## config.mk

```make
export PLATFORM = sky130hd
export DESIGN_NAME = keypad_entry
export DESIGN_NICKNAME = d
export VERILOG_FILES = /design/src/rtl/keypad_entry.sv
export SDC_FILE = /design/constraint.sdc
export NUM_CORES = 1
export LEC_CHECK = 0
export ABC_AREA = 1
export BUFFER_PORTS_ARGS = -buffer_cell sky130_fd_sc_hd__buf_2
export CAP_MARGIN = 20
export CORE_ASPECT_RATIO = 0.75
export CORE_MARGIN = 10
export CORE_UTILIZATION = 30
export DETAILED_ROUTE_END_ITERATION = 6
export HOLD_SLACK_MARGIN = 0.05
export PLACE_DENSITY = 0.53
export SETUP_SLACK_MARGIN = 0.4
export SYNTH_ARGS = -nofsm -noshare
export SYNTH_HDL_FRONTEND = slang
export SYNTH_SLANG_ARGS = --single-unit
export TNS_END_PERCENT = 10
```

## constraint.sdc

```tcl
create_clock -name clk -period 3.4 [get_ports clk]
set_input_delay 0 -clock clk [delete_from_list [all_inputs] [get_ports clk]]
set_output_delay 0 -clock clk [all_outputs]
set_load 0.05 [all_outputs]
```

## src/rtl/keypad_entry.sv

```systemverilog
// Keypad digit entry and operand sequencing for the calculator: synchronizes keys/buttons,
// builds two decimal operands and hands them off via calc_req/calc_ack. Optional: KEYPAD_ENTRY_BACKSPACE_EN.
module keypad_entry #(
    parameter int MAX_DIGITS = 6,
    parameter int VAL_W      = 20,
    parameter int CNT_W      = $clog2(MAX_DIGITS + 1)
) (
    input  logic             clk,
    input  logic             rst,
    input  logic [15:0]      keypad_decode,
    input  logic             bttn_eq_n,
    input  logic             bttn_clr_n,
    input  logic             calc_ack,
    input  logic [VAL_W-1:0] calc_result,
    output logic [VAL_W-1:0] operand_a,
    output logic [VAL_W-1:0] operand_b,
    output logic             calc_req,
    output logic [VAL_W-1:0] hex_disp,
    output logic [CNT_W-1:0] digit_cnt,
    output logic             entry_full,
    output logic [1:0]       state_place
);

    typedef enum logic [1:0] {
        ENTER_A  = 2'd0,
        ENTER_B  = 2'd1,
        WAIT_RES = 2'd2,
        SHOW_RES = 2'd3
    } state_t;

    // Handshake: calc_req rises when operands are final and holds (operands stable)
    // until calc_ack is sampled high in WAIT_RES; the ack cycle itself completes the transfer.

    logic [15:0]      kp_s1_q, kp_s2_q;
    logic             kp_idle_q;
    logic             eq_s1_q, eq_s2_q, eq_s3_q;
    logic             clr_s1_q, clr_s2_q, clr_s3_q;

    state_t           state_q, state_d;
    logic [VAL_W-1:0] operand_a_q, operand_a_d;
    logic [VAL_W-1:0] operand_b_q, operand_b_d;
    logic [VAL_W-1:0] hex_disp_q, hex_disp_d;
    logic [CNT_W-1:0] digit_cnt_q, digit_cnt_d;
    logic             entry_full_q, entry_full_d;
    logic             calc_req_q, calc_req_d;

    logic             kp_onehot;
    logic             key_evt, eq_evt, clr_evt;
    logic [3:0]       key_idx;
    logic             is_digit, is_next;
    logic [VAL_W-1:0] cur_op, op_x10;
`ifdef KEYPAD_ENTRY_BACKSPACE_EN
    logic             is_bksp;
    logic [VAL_W-1:0] op_div10;
`endif

    always_ff @(posedge clk or posedge rst) begin
        if (rst) begin
            kp_s1_q   <= '0;
            kp_s2_q   <= '0;
            kp_idle_q <= 1'b1;
            eq_s1_q   <= 1'b1;
            eq_s2_q   <= 1'b1;
            eq_s3_q   <= 1'b1;
            clr_s1_q  <= 1'b1;
            clr_s2_q  <= 1'b1;
            clr_s3_q  <= 1'b1;
        end else begin
            kp_s1_q   <= keypad_decode;
            kp_s2_q   <= kp_s1_q;
            kp_idle_q <= (kp_s2_q == '0);
            eq_s1_q   <= bttn_eq_n;
            eq_s2_q   <= eq_s1_q;
            eq_s3_q   <= eq_s2_q;
            clr_s1_q  <= bttn_clr_n;
            clr_s2_q  <= clr_s1_q;
            clr_s3_q  <= clr_s2_q;
        end
    end

    // A key only counts on the transition out of all-released into a single key.
    assign kp_onehot = (kp_s2_q != '0) && ((kp_s2_q & (kp_s2_q - 16'd1)) == '0);
    assign key_evt   = kp_idle_q && kp_onehot;
    assign eq_evt    = eq_s3_q && !eq_s2_q;
    assign clr_evt   = clr_s3_q && !clr_s2_q;

    always_comb begin
        key_idx = 4'd0;
        for (int i = 0; i < 16; i++) begin
            if (kp_s2_q[i]) key_idx = 4'(i);
        end
    end

    assign is_digit = key_evt && (key_idx <= 4'd9);
    assign is_next  = key_evt && (key_idx == 4'd11);
    assign cur_op   = (state_q == ENTER_B) ? operand_b_q : operand_a_q;
    assign op_x10   = (cur_op << 3) + (cur_op << 1) + VAL_W'(key_idx);
`ifdef KEYPAD_ENTRY_BACKSPACE_EN
    assign is_bksp  = key_evt && (key_idx == 4'd10);
    assign op_div10 = cur_op / VAL_W'(10);
`endif

    always_comb begin
        state_d     = state_q;
        operand_a_d = operand_a_q;
        operand_b_d = operand_b_q;
        hex_disp_d  = hex_disp_q;
        digit_cnt_d = digit_cnt_q;
        calc_req_d  = calc_req_q;
        if (clr_evt) begin
            state_d     = ENTER_A;
            operand_a_d = '0;
            operand_b_d = '0;
            hex_disp_d  = '0;
            digit_cnt_d = '0;
            calc_req_d  = 1'b0;
        end else begin
            case (state_q)
                ENTER_A, ENTER_B: begin
                    if (eq_evt && state_q == ENTER_B) begin
                        state_d    = WAIT_RES;
                        calc_req_d = 1'b1;
                    end else if (is_digit && digit_cnt_q < CNT_W'(MAX_DIGITS)) begin
                        if (state_q == ENTER_B) operand_b_d = op_x10;
                        else                    operand_a_d = op_x10;
                        hex_disp_d  = op_x10;
                        digit_cnt_d = digit_cnt_q + 1'b1;
                    end else if (is_next && state_q == ENTER_A) begin
                        state_d     = ENTER_B;
                        operand_b_d = '0;
                        hex_disp_d  = '0;
                        digit_cnt_d = '0;
`ifdef KEYPAD_ENTRY_BACKSPACE_EN
                    end else if (is_bksp && digit_cnt_q != '0) begin
                        if (state_q == ENTER_B) operand_b_d = op_div10;
                        else                    operand_a_d = op_div10;
                        hex_disp_d  = op_div10;
                        digit_cnt_d = digit_cnt_q - 1'b1;
`endif
                    end
                end
                WAIT_RES: begin
                    if (calc_ack) begin
                        hex_disp_d = calc_result;
                        calc_req_d = 1'b0;
                        state_d    = SHOW_RES;
                    end
                end
                SHOW_RES: begin
                    if (is_digit) begin
                        state_d     = ENTER_A;
                        operand_a_d = VAL_W'(key_idx);
                        operand_b_d = '0;
                        hex_disp_d  = VAL_W'(key_idx);
                        digit_cnt_d = CNT_W'(1);
                    end else if (is_next) begin
                        state_d     = ENTER_B;
                        operand_a_d = hex_disp_q;
                        operand_b_d = '0;
                        digit_cnt_d = '0;
                    end
                end
                default: state_d = ENTER_A;
            endcase
        end
        entry_full_d = (digit_cnt_d == CNT_W'(MAX_DIGITS));
    end

    always_ff @(posedge clk or posedge rst) begin
        if (rst) begin
            state_q      <= ENTER_A;
            operand_a_q  <= '0;
            operand_b_q  <= '0;
            hex_disp_q   <= '0;
            digit_cnt_q  <= '0;
            entry_full_q <= 1'b0;
            calc_req_q   <= 1'b0;
        end else begin
            state_q      <= state_d;
            operand_a_q  <= operand_a_d;
            operand_b_q  <= operand_b_d;
            hex_disp_q   <= hex_disp_d;
            digit_cnt_q  <= digit_cnt_d;
            entry_full_q <= entry_full_d;
            calc_req_q   <= calc_req_d;
        end
    end

    assign operand_a   = operand_a_q;
    assign operand_b   = operand_b_q;
    assign hex_disp    = hex_disp_q;
    assign digit_cnt   = digit_cnt_q;
    assign entry_full  = entry_full_q;
    assign calc_req    = calc_req_q;
    assign state_place = state_q;

endmodule

```

==> impl_metrics.json <==
{
  "worstSetupPathType": "reg -> reg",
  "num_vias": 6260,
  "route.detailed.drc": 0,
  "hold_violations": 0,
  "grtUsageMet3": 0.0430,
  "synth_top_family_by_area": "simple AND/OR/NAND/NOR gates",
  "coreArea_sq_um": 21300,
  "hold_path.class": "in -> reg",
  "worstHoldPathCells": 5,
  "rows": 46,
  "endpoint_kind": "register",
  "total_leakage_power_nw": 4.46,
  "yosys-top-cells-count": "225 x nand2_1, 99 x dfrtp_1, 66 x inv_1",
  "crit_arrival_ns": 3.56,
  "ys_ff_latch": 106,
  "netlist.area_leader.share": 0.378,
  "syn-num-nets": 885,
  "synthArstFlopShare": 1.00,
  "power_density_nw_per_um2": 965,
  "cp.required_ns": 3.68,
  "dpl-instance-area_sq_um": 7710,
  "timing.fmax_mhz": 305,
  "synth.most_common_cell": "nand2_1",
  "synth_warnings": 0,
  "status": "completed",
  "ys_top_cells_by_area": "dfrtp_1 38%, nand2_1 13%, ha_1 6.5%",
  "drive_gt1_frac": 0.366,
  "synthAdderAreaFrac": 0.0711,
  "worstPathMaxFanout": 5,
  "htreeDepth": 3,
  "start_kind": "register",
  "hp-start": "calc_result[18]",
  "wire_per_inst_um": 17.9,
  "synth_compound_area_frac": 0.137,
  "final-setup-viol-count": 0,
  "hpwl_um": 17000,
  "root_buffer": "clkbuf_16",
  "synth_flop_cell": "dfrtp_1",
  "grt_use_met1": 0.242,
  "synth_xor_area_frac": 0.0268,
  "use_met2": 0.232,
  "syn_area_sq_um": 6550,
  "slew_viol_final": 0,
  "cts.clk_slew.worst_paths_ns": 0.08,
  "rsz0062_at_grt": "yes",
  "antenna_left": 0,
  "grt_start_max_net_pins": 80,
  "clkSinkCount": 106,
  "diodes": 0,
  "first_global_vias": 6328,
  "die-area_sq_um": 28200,
  "synthSimpleGateAreaFrac": 0.270,
  "ios": 108,
  "synth_edf_count": 0,
  "r2r_slack_ns": 0.12,
  "vdd_ir_drop_max_uv": 664,
  "muxShareOfSynthArea": 0.0220,
  "die_w_um": 191,
  "antenna_found_initial": 0,
  "finalInstanceArea_sq_um": 9080,
  "yosysTopAreaCell": "dfrtp_1",
  "dp.cells": 1223,
  "vias_per_cell": 4.83,
  "fp.dieH_um": 148,
  "synth_area_per_cell_sq_um": 8.10,
  "yosysSeqAreaShare": 0.407,
  "clock_latency_ns": 0.36,
  "finalCritPeriodShare": 0.965,
  "drt_pre_antenna_iters": 5,
  "start_util": 0.307,
  "portBuffers": 107,
  "grt_pass1_wl_um": 36500,
  "tightest_slew_ns": 0.535,
  "grt_use_total": 0.165,
  "final_nets": 1081,
  "grt-ovfl-total": 0,
  "gp_congestion": 0.910,
  "whs_endpoint": "hex_disp[18]",
  "r2r_end": "hex_disp[14]",
  "r2r_cells": 16,
  "max-slew-margin-rel": 0.642,
  "post_synth_inst_count": 808,
  "finalClockSkew_ns": 0.0124,
  "wl_um": 23200,
  "grt.busiest_layer": "met1",
  "numCtsBuffers": 9,
  "synth.distinct_cells": 55,
  "cts_tree": "built",
  "holdWs_ns": 0.0651,
  "clock_path_buffers": 2,
  "drt-initial-drc-count": 557,
  "period_needed_ns": 3.28,
  "r2r_start": "state_place[0]",
  "area_growth_pct": 38.8,
  "finalNonFillerCells": 1297,
  "drv_cap": 0,
  "fillers": 2135
}
-- cell usage in the layout (no fill, tap or decap), types with 6 or more instances in the layout --
master	count
nor2_4	6
ha_1	17
nor3_1	12
nand2_2	26
o21ai_1	16
nor2_1	50
inv_1	62
nand2_4	9
a21oi_2	14
nor2_2	9
o21ai_2	30
buf_2	107
dfrtp_1	97
ha_4	15
o21ai_0	30
nand3_1	27
nand2_1	214
buf_4	62
nand4_1	16
clkbuf_16	9
xor2_1	9
inv_2	11
dlygate4sd3_1	34
a21oi_1	18
mux2_2	10
dfstp_2	7
nand3_2	7
-- worst max-delay path by stage --
stage | slack [ns] | to | startpoint
floorplan | 0.14 | hex_disp[18] | state_place[1]
global placement | 0.08 | hex_disp[16] | kp_s2_q[4]
detailed placement | 0.03 | hex_disp[16] | kp_s2_q[4]
CTS | 0.20 | hex_disp[19] | state_place[0]
global route | -0.02 | operand_b[18] | state_place[0]
finish | 0.12 | hex_disp[14] | state_place[0]
-- worst max-delay path, stage by stage, from the launching register on --
cell and delay, ns:
dfrtp_4 0.59, nand2_8 0.15, mux2_2 0.39, ha_1 0.35, ha_4 0.28, nand2_2 0.10, inv_1 0.07, a21oi_4 0.17
inv_1 0.07, nand2_1 0.07, nand3_2 0.10, buf_4 0.15, xor2_1 0.29, a21oi_1 0.12, nor3_1 0.15, nand2_1 0.07
o21ai_0 0.08
-- routing by layer --
metal	wire, um	up-vias
met1	11700	2938
met5	0	-
met3	1640	26
met2	9330	211
li1	-	3085
met4	467	0
-- registers in the layout (all words and copies together), names as in the netlist --
register and cells:
hex_disp 20, operand_a 20, operand_b 20, kp_s1_q 16, kp_s2_q 16, digit_cnt 3
state_place 2, calc_req 1, clr_s1_q 1, clr_s2_q 1, clr_s3_q 1, entry_full 1
eq_s1_q 1, eq_s2_q 1, eq_s3_q 1, kp_idle_q 1
-- report_power, final --
group          total (mW)  leakage (nW)  switching, mW  internal [mW]
sequential           1.71          1.35          0.231           1.48
clock                1.04         0.143          0.532          0.512
combinational        6.01          2.97           3.78           2.24
-- final cells by class --
class                   count  area (sq um)  share of cell area
multi-input cells         603          4070               0.448
flip-flops and latches    106          2670               0.293
repair buffers            207          1400               0.155
well taps                 288           360              0.0397
inverters                  77           302              0.0332
clock buffers               9           225              0.0248
clock inverters             7          56.3             0.00620
-- stage by stage --
| step | setup TNS (ns) | total power [mW] | worst slack, ns | utilization |
|---|---|---|---|---|
| CTS | 0 | 8.20 | 0.203 | 0.411 |
| global placement | 0 | 6.43 | 0.0770 | 0.362 |
| global route | -0.0423 | 9.34 | -0.0227 | 0.427 |
| floorplan | 0 | 4.94 | 0.145 | - |
| finish | 0 | 8.77 | 0.119 | 0.427 |
| detailed placement | 0 | 6.42 | 0.0267 | 0.362 |
-- timing repair --
| item | 4_1_cts | 5_1_grt |
|---|---|---|
| pin swaps | 24 | 21 |
| setup endpoints to repair | 42 | 59 |
| hold buffers | 34 | 0 |
| cloned | 3 | 0 |
| resized for setup | 50 | 52 |
| hold endpoints to repair | 103 | 0 |
| setup buffers | 15 | 5 |
-- kinds of logic after synthesis --
logic type / Yosys count
buffers and inverters: 102
adder cells (fa/ha/maj): 36
XOR/XNOR: 20
multiplexers: 13
AND/OR/NAND/NOR: 389
flip-flops: 106
AO/OA/AOI/OAI: 142
(Power assumes the default switching activity.)
